`src/rtl/pong_game_controller_pkg.sv`:
```
// Shared types and helpers for the Pong game controller.
// State encodings, speed-level width and BCD score increment.
package pong_game_controller_pkg;

    localparam int SPEED_W = 2;

    typedef enum logic [2:0] {
        IDLE  = 3'd0,
        SERVE = 3'd1,
        PLAY  = 3'd2,
        MISS  = 3'd3,
        OVER  = 3'd4
    } state_t;

    // Two-digit BCD increment that sticks at 99.
    function automatic logic [7:0] bcd_inc(input logic [7:0] value);
        logic [7:0] result;
        if (value == 8'h99) begin
            result = value;
        end else if (value[3:0] == 4'd9) begin
            result = {value[7:4] + 4'd1, 4'd0};
        end else begin
            result = {value[7:4], value[3:0] + 4'd1};
        end
        return result;
    endfunction

endpackage

```
`src/rtl/pong_game_controller_debouncer.sv`:
```
// Button conditioner: 2-flop synchronizer, stability counter and
// a one-cycle pulse on the debounced rising edge.
module button_debouncer #(
    parameter int unsigned CYCLES = 1000000
) (
    input  logic clock,
    input  logic reset_n,
    input  logic button,
    output logic pulse
);

    localparam int unsigned W = $clog2(CYCLES);
    localparam logic [W-1:0] LAST = W'(CYCLES - 1);

    logic         meta;
    logic         sync;
    logic         stable;
    logic [W-1:0] count;

    // Accept a new level only after it has differed for CYCLES clocks.
    always_ff @(posedge clock or negedge reset_n) begin
        if (!reset_n) begin
            meta   <= 1'b0;
            sync   <= 1'b0;
            stable <= 1'b0;
            count  <= '0;
            pulse  <= 1'b0;
        end else begin
            meta  <= button;
            sync  <= meta;
            pulse <= 1'b0;
            if (sync == stable) begin
                count <= '0;
            end else if (count == LAST) begin
                count  <= '0;
                stable <= sync;
                pulse  <= sync;
            end else begin
                count <= count + 1'b1;
            end
        end
    end

endmodule

```
`src/rtl/pong_game_controller.sv`:
```
// Match sequencer for VGA Pong: serve, play, miss and game over.
// PONG_SPEEDUP_EN enables the hit counter and speed levels.
module pong_game_controller
    import pong_game_controller_pkg::*;
#(
    parameter int unsigned LIVES_INIT      = 3,
    parameter int unsigned SERVE_FRAMES    = 120,
    parameter int unsigned MISS_FRAMES     = 60,
    parameter int unsigned HITS_PER_LEVEL  = 5,
    parameter int unsigned DEBOUNCE_CYCLES = 1000000
) (
    input  logic               i_clock,
    input  logic               i_reset_n,
    input  logic               i_start_but,
    input  logic               i_frame_tick,
    input  logic               i_paddle_hit,
    input  logic               i_miss,
    output logic               o_ball_reset,
    output logic               o_ball_enable,
    output logic [SPEED_W-1:0] o_speed_level,
    output logic [7:0]         o_score,
    output logic [1:0]         o_lives,
    output logic               o_game_over,
    output logic [2:0]         o_state
);

    localparam logic [1:0] LIVES0     = 2'(LIVES_INIT);
    localparam logic [7:0] SERVE_LAST = 8'(SERVE_FRAMES - 1);
    localparam logic [7:0] MISS_LAST  = 8'(MISS_FRAMES - 1);

    state_t     state;
    logic [7:0] frame_cnt;
    logic       start;

    button_debouncer #(
        .CYCLES(DEBOUNCE_CYCLES)
    ) u_start (
        .clock  (i_clock),
        .reset_n(i_reset_n),
        .button (i_start_but),
        .pulse  (start)
    );

    assign o_state = state;

`ifdef PONG_SPEEDUP_EN
    localparam logic [3:0] HIT_LAST = 4'(HITS_PER_LEVEL - 1);

    logic [3:0]         hit_cnt;
    logic [SPEED_W-1:0] speed;

    assign o_speed_level = speed;

    // Count paddle hits in PLAY and raise the speed every HIT_LAST+1 hits.
    always_ff @(posedge i_clock or negedge i_reset_n) begin
        if (!i_reset_n) begin
            hit_cnt <= '0;
            speed   <= '0;
        end else if ((state == IDLE || state == OVER) && start) begin
            hit_cnt <= '0;
            speed   <= '0;
        end else if (state == PLAY && i_paddle_hit && !i_miss) begin
            if (hit_cnt == HIT_LAST) begin
                hit_cnt <= '0;
                if (speed != 2'd3) begin
                    speed <= speed + 2'd1;
                end
            end else begin
                hit_cnt <= hit_cnt + 4'd1;
            end
        end
    end
`else
    assign o_speed_level = '0;
`endif

    // Match FSM with registered outputs set on each transition.
    always_ff @(posedge i_clock or negedge i_reset_n) begin
        if (!i_reset_n) begin
            state         <= IDLE;
            frame_cnt     <= '0;
            o_score       <= '0;
            o_lives       <= LIVES0;
            o_ball_reset  <= 1'b1;
            o_ball_enable <= 1'b0;
            o_game_over   <= 1'b0;
        end else begin
            unique case (state)
                IDLE, OVER: begin
                    if (start) begin
                        state         <= SERVE;
                        frame_cnt     <= '0;
                        o_score       <= '0;
                        o_lives       <= LIVES0;
                        o_ball_reset  <= 1'b1;
                        o_ball_enable <= 1'b0;
                        o_game_over   <= 1'b0;
                    end
                end
                SERVE: begin
                    if (i_frame_tick) begin
                        if (frame_cnt == SERVE_LAST) begin
                            state         <= PLAY;
                            frame_cnt     <= '0;
                            o_ball_reset  <= 1'b0;
                            o_ball_enable <= 1'b1;
                        end else begin
                            frame_cnt <= frame_cnt + 8'd1;
                        end
                    end
                end
                PLAY: begin
                    if (i_miss) begin
                        state         <= MISS;
                        frame_cnt     <= '0;
                        o_ball_enable <= 1'b0;
                        if (o_lives != 2'd0) begin
                            o_lives <= o_lives - 2'd1;
                        end
                    end else if (i_paddle_hit) begin
                        o_score <= bcd_inc(o_score);
                    end
                end
                MISS: begin
                    if (i_frame_tick) begin
                        if (frame_cnt == MISS_LAST) begin
                            frame_cnt    <= '0;
                            o_ball_reset <= 1'b1;
                            if (o_lives == 2'd0) begin
                                state       <= OVER;
                                o_game_over <= 1'b1;
                            end else begin
                                state <= SERVE;
                            end
                        end else begin
                            frame_cnt <= frame_cnt + 8'd1;
                        end
                    end
                end
                default: begin
                    state         <= IDLE;
                    frame_cnt     <= '0;
                    o_ball_reset  <= 1'b1;
                    o_ball_enable <= 1'b0;
                    o_game_over   <= 1'b0;
                end
            endcase
        end
    end

endmodule

```
`config.mk`:
```
export PLATFORM = sky130hd
export DESIGN_NAME = pong_game_controller
export DESIGN_NICKNAME = d
export VERILOG_FILES = /design/src/rtl/pong_game_controller_pkg.sv /design/src/rtl/pong_game_controller_debouncer.sv /design/src/rtl/pong_game_controller.sv
export SDC_FILE = /design/constraint.sdc
export NUM_CORES = 1
export LEC_CHECK = 0
export BUFFER_PORTS_ARGS = -buffer_cell sky130_fd_sc_hd__buf_2
export CAP_MARGIN = 10
export CORE_MARGIN = 2
export CORE_UTILIZATION = 40
export CTS_CLUSTER_SIZE = 8
export DETAILED_ROUTE_END_ITERATION = 10
export GPL_TIMING_DRIVEN = 0
export PLACE_DENSITY = 0.58
export SKIP_CTS_REPAIR_TIMING = 1
export SYNTH_ARGS = -nofsm -noshare
export SYNTH_HDL_FRONTEND = slang
export SYNTH_SLANG_ARGS = --single-unit
```
`constraint.sdc`:
```
create_clock -name i_clock -period 2.3 [get_ports i_clock]
set_clock_uncertainty 0.2 [all_clocks]
set_input_delay 0.115 -clock i_clock [delete_from_list [all_inputs] [get_ports i_clock]]
set_output_delay 0.115 -clock i_clock [all_outputs]
set_load 0.02 [all_outputs]
```
### After elaboration in Yosys (flattened, before gate mapping)

Cells that the tools add are included.

| operators by class | value |
|---|---|
| equal/unequal tests | 22 |
| $add $sub $neg | 5 |
| reduce and logical (&&, ||, !) cells | 15 |
| bitwise logic cells | 4 |
| mux-type cells | 43 |

Operators with widths:

| operator | count |
|---|---|
| $mux 8 | 10 |
| $mux 20 | 2 |
| $pmux 8 s4 | 1 |
| $ne 2x2->1 const B | 11 |
| $mux 3 | 7 |
| $add 20x1->20 const B | 1 |
| $eq 20x20->1 const B | 1 |
| $reduce_and 6->1 | 3 |
| $pmux 8 s2 | 1 |
| $reduce_and 5->1 | 3 |
| $mux 1 | 14 |
| $pmux 3 s4 | 1 |
| $add 4x1->4 const B | 2 |
| $add 8x1->8 const B | 1 |
| $eq 8x6->1 const B | 1 |
| $eq 8x7->1 const B | 1 |
| $eq 8x8->1 const B | 1 |
| $pmux 1 s4 | 2 |
| $reduce_and 4->1 | 2 |
| $eq 3x2->1 const B | 2 |
| $mux 2 | 3 |
| $eq 4x4->1 const B | 1 |
| $not 1->1 | 4 |
| $pmux 2 s2 | 1 |
| other kinds (11) | 13 |

| storage, ports and cells | value |
|---|---|
| output and inout port bits | 18 |
| register bits after elaboration | 48 |
| input port bits | 6 |
| word-level logic and storage cells | 102 |

### Longest topological paths before layout

| logic depth | value |
|---|---|
| depth after elaboration | 6 |
| mapped depth | 8 |
| mapped depth without buffers | 7 |

### Modules after synthesis

A second synthesis with hierarchy kept.

| second synthesis, totals | value |
|---|---|
| cells, all modules | 269 |
| area total of the unflattened synthesis | 2,610.0 µm² |

Modules (own cells, without submodules):

| module | cells each | seq. area each (µm²) | area each (µm²) | instances |
|---|---|---|---|---|
| pong_game_controller | 159 | 604.3 | 1,472.7 | 1 |
| button_debouncer | 110 | 600.6 | 1,137.3 | 1 |

### Least setup slack after synthesis

No wires, ideal clock.

| path | value |
|---|---|
| path kind | reg2reg |
| start point | register state[2], in the netlist o_state[2] |
| end point | register frame_cnt[7] |
| clock period less this slack | 2.006 ns |
| path buffers | 3 |
| cell stages (with the launch flop) | 9 |
| arrival | 1.686 ns |
| path slack | 0.294 ns |
| library setup time | 0.121 ns |
| data required time | 1.979 ns |
| cells stage by stage | dfrtp_1 > buf_4 > nand2b_1 > buf_2 > a211oi_2 > or2_2 > clkbuf_1 > a21o_1 > a22o_1 |

| on the way | value |
|---|---|
| cells in the longest elaborated chain, start to end | 4 |
| elaborated cells between the ends (all ways) | 12 |
| those cells by class | 8 x eq/ne; 1 x mux; 3 x reduce/logical |

Ends and longest elaborated chain:

| item | RTL line | source |
|---|---|---|
| start, declared | pong_game_controller.sv:31 | `state_t state;` |
| start signal, assigned | pong_game_controller.sv:80 | `state <= IDLE;` |
| start signal, assigned | pong_game_controller.sv:91 | `state <= SERVE;` |
| start signal, assigned | pong_game_controller.sv:103 | `state <= PLAY;` |
| $eq 3x3->1 / $logic_not 3->1 (equally long branches) | pong_game_controller.sv:88 | `unique case (state)` |
| $reduce_or 2->1 | pong_game_controller.sv:88 |  |
| $ne 2x1->1 (no line) | n/a |  |
| $reduce_and 4->1 (no line) | n/a |  |
| end signal, assigned | pong_game_controller.sv:108 | `frame_cnt <= frame_cnt + 8'd1;` |
| end signal, assigned | pong_game_controller.sv:136 | `frame_cnt <= frame_cnt + 8'd1;` |
| end, declared | pong_game_controller.sv:32 | `logic [7:0] frame_cnt;` |

Several ways; a longest one is shown, not always the timed one.
A chain may end at the register's enable or synchronous reset.

### Final worst setup path

| path | value |
|---|---|
| start point | register state[2], in the netlist o_state[2] |
| end point | register state[0], in the netlist o_state[0] |

| on the way | value |
|---|---|
| cells in the longest elaborated chain, start to end | 4 |
| elaborated cells between the ends (all ways) | 14 |
| those cells by class | 10 x eq/ne; 1 x mux; 3 x reduce/logical |

Ends and longest elaborated chain:

| item | RTL line |
|---|---|
| $eq 3x3->1 / $logic_not 3->1 (equally long branches) | pong_game_controller.sv:88 |
| $reduce_or 2->1 | pong_game_controller.sv:88 |
| $ne 2x1->1 (no line) | n/a |
| $reduce_and 6->1 (no line) | n/a |

Several ways; a longest one is shown, not always the timed one.

==> results.py <==
metrics = {
    "route": {
        "drt-wirelength-per-cell_um": 13.4,
        "ant_nets": 0,
        "drt-total-wl_mm": 5.15,
        "drcViolationCount": 0,
        "viasPerCell": 5.17,
        "vias": 1987,
        "first_pass_iters": 4,
        "drt_iter0_markers": 95,
    },
    "sta": {
        "finalMaxSlewViolations": 0,
        "fin_crit_ns": 2.17,
        "tns_ns": 0,
        "setup_viol": 0,
        "whs_ns": 0.159,
        "post-route-period-util_pct": 94.2,
        "worst_slack_ns": 0.134,
        "fmax_mhz": 462,
        "max-slew-margin-rel_pct": 31.2,
        "tightest_slew_ns": 1.03,
        "rsz0062_at_grt": "no",
        "hold_violations": 0,
    },
    "synth": {
        "synth_area_leaders": "dfrtp_1 (43%), nor2_1 (5.8%), ha_1 (3.8%)",
        "synth-simple-area-share_pct": 24.5,
        "yosys.area_share.adder_pct": 3.80,
        "synth_top_area_share_pct": 42.7,
        "ys_seq_area_share_pct": 45.7,
        "synth.distinct_cells": 62,
        "synth_top_area_cell": "dfrtp_1",
        "synth_compound_area_share_pct": 14.2,
        "async_flop_share_pct": 100,
        "syn_area_per_cell_sq_um": 9.62,
        "synthXorXnorAreaFrac_pct": 6.32,
        "synth_edf_count": 0,
        "synthesis.area_sq_um": 2640,
        "ys.flop_type": "dfrtp_1",
        "synth_top_family_by_area": "simple AND/OR/NAND/NOR gates",
        "muxShareOfSynthArea_pct": 1.42,
        "synth.top_cells.by_count": "dfrtp_1 (45), nor2_1 (41), nand2_1 (19)",
        "synth_most_common_cell": "dfrtp_1",
        "synth_seq_cells": 48,
        "yosys_warnings": 0,
        "synth_cells": 274,
    },
    "global_routing": {
        "grt-ovfl-total": 0,
        "grt_pass1_wl_mm": 9.16,
        "grt.total_usage_pct": 15.4,
        "grt_antenna_before_repair": 0,
        "grt_pass1_vias": 1920,
        "grt_max_degree": 49,
    },
    "placed_design": {
        "place.gp.congestion": 0.803,
        "dp_slack_ns": 0.105,
        "portBuffers": 21,
        "dpl.hpwl_mm": 3.67,
        "dp_cells": 373,
        "dpl-instance-area_sq_um": 2840,
    },
    "outcome": {
        "status": "finished, final reports clean",
    },
    "critical_path": {
        "cpMaxStageDelayCell": "dfrtp_1",
        "arrival_ns": 2.17,
        "start_kind": "flop",
        "cp_max_fo": 10,
        "cpPeakStageDelay_ns": 0.38,
        "criticalPathCategory": "reg2reg",
        "critical_path.top_delay_family": "buffers and inverters",
        "r2r_start": "o_state[2]",
        "r2r_end": "o_state[0]",
        "end_kind": "flop",
        "rrSetupSlack_ns": 0.13,
        "rr_worst_depth": 8,
        "crit_chain": "buf_4, nand2b_1, buf_2, a211oi_2, or2_2, clkbuf_1, nor2_1, a31o_2",
        "required_ns": 2.30,
        "crit_buf_inv": 3,
    },
    "floorplan": {
        "die_y_um": 85.2,
        "num_io_pins": 24,
        "die_area_sq_um": 7250,
        "row_count": 29,
        "initial_core_util_pct": 41.5,
        "dieWidth_um": 85.2,
        "core_sq_um": 6350,
    },
    "clock_tree": {
        "clkLatencyLatePin_ns": 0.30,
        "clock_tree.buffer_depth": 2,
        "clk_pin_slew_ns": 0.09,
        "cts_made_buffers": 5,
        "root_buffer": "clkbuf_8",
        "h-tree-depth": 2,
        "cts_tree": "yes",
        "cts_sinks": 48,
    },
    "worst_hold_path": {
        "hp-class": "reg2reg",
        "hold_path_end": "u_start.sync",
        "holdPathStages": 0,
        "hp-start": "u_start.meta",
    },
    "pwr": {
        "ir_drop_mv": 0.351,
        "powerDensity_nw_per_um2": 480,
        "intPower_mw": 1.11,
        "power_frac_comb_pct": 3.6,
        "pwr-share-seq_pct": 60.1,
        "switching_power_uw": 310,
        "swShare_pct": 21.8,
        "leakage_nw": 1.34,
        "clock_power_share_pct": 36.4,
    },
    "job": {
        "cap_violations": 0,
    },
    "finish": {
        "drive_above_1_share_pct": 18.9,
        "diodes": 0,
        "syn2layout_area_growth_pct": 12.6,
        "finalInstanceArea_sq_um": 2970,
        "layout.cells.non_filler": 384,
        "fin_nets": 320,
    },
}
[area by class of cell]
class	instances	area [sq um]
well taps	77	96.3
multi-input cells	206	1340
clock buffers	8	90.1
fillers	622	3380
plain buffers	10	65.1
inverters	11	41.3
repair buffers	24	135
flip-flops and latches	48	1200
[how the worst max path moves through the flow]
stage                    start            to  slack, ns  depth (start not counted)
finish              o_state[2]    o_state[0]       0.13                          8
global route        o_state[1]    o_score[3]       0.02                          6
CTS                 o_state[2]    o_state[0]       0.08                          6
detailed placement  o_state[2]    o_state[0]       0.11                          6
global placement    o_state[2]    o_state[0]       0.10                          6
floorplan           o_state[2]  frame_cnt[7]       0.29                          8
[power groups by stage]
| stage | clock network [mW] | logic (mW) | registers, mW |
|---|---|---|---|
| 2_1_floorplan | 0 | 0.0224 | 0.871 |
| 3_3_place_gp | 0 | 0.0491 | 0.871 |
| 3_5_place_dp | 0 | 0.0486 | 0.872 |
| 4_1_cts | 0.547 | 0.0490 | 0.855 |
| 5_1_grt | 0.578 | 0.0591 | 0.856 |
| 6_report | 0.517 | 0.0507 | 0.855 |
[registers in the layout, summed over array words and instances (netlist names)]
name / cells
o_ball_enable: 1
u_start.count: 20
o_game_over: 1
o_lives: 2
o_ball_reset: 1
u_start.pulse: 1
u_start.stable: 1
o_state: 3
frame_cnt: 8
u_start.meta: 1
o_score: 8
u_start.sync: 1
[kinds of logic after synthesis]
kind of cell	after synthesis
AOI/OAI and AO/OA	55
xor gates and xnor gates	19
adders and majority gates	8
buffers and inverters	21
DFF	48
muxes	3
other	1
and+or+nand+nor	119
[metal layers]
| layer | routed length (um) | GRT usage (%) |
|---|---|---|
| met5 | 0 | 0 |
| met4 | 24 | 3.61 |
| met3 | 202 | 4.28 |
| met2 | 2420 | 24.7 |
| met1 | 2500 | 20.9 |
[through the flow]
stage	total power, mW	util, %
2_1_floorplan	0.893	-
3_3_place_gp	0.921	44.7
3_5_place_dp	0.920	44.7
4_1_cts	1.45	46.1
5_1_grt	1.49	46.7
6_report	1.42	46.7
[worst reg2reg max path, stage by stage (launching register included)]
cell and delay [ns]:
dfrtp_1 0.38, buf_4 0.17, nand2b_1 0.13, buf_2 0.17, a211oi_2 0.25, or2_2 0.16, clkbuf_1 0.28, nor2_1 0.11
a31o_2 0.21
[cells in the final DEF, fill, tap and decap left out, types with 3 or more instances in the layout]
cell,count
nor2b_1,4
dfstp_2,3
o21ai_0,17
a22o_1,6
o22ai_1,3
buf_4,3
a21oi_1,7
xnor2_1,8
nor2_1,41
nand2b_1,4
ha_1,8
buf_2,23
dfrtp_1,45
nand2_1,19
nor3_1,4
clkbuf_1,3
nand4_1,3
dlygate4sd3_1,3
nand3_1,13
xor2_1,11
nor3b_1,3
inv_1,11
or2_2,3
a21o_1,3
o31ai_1,3
clkbuf_8,6
Note: power is estimated with default switching activity, not from simulation.
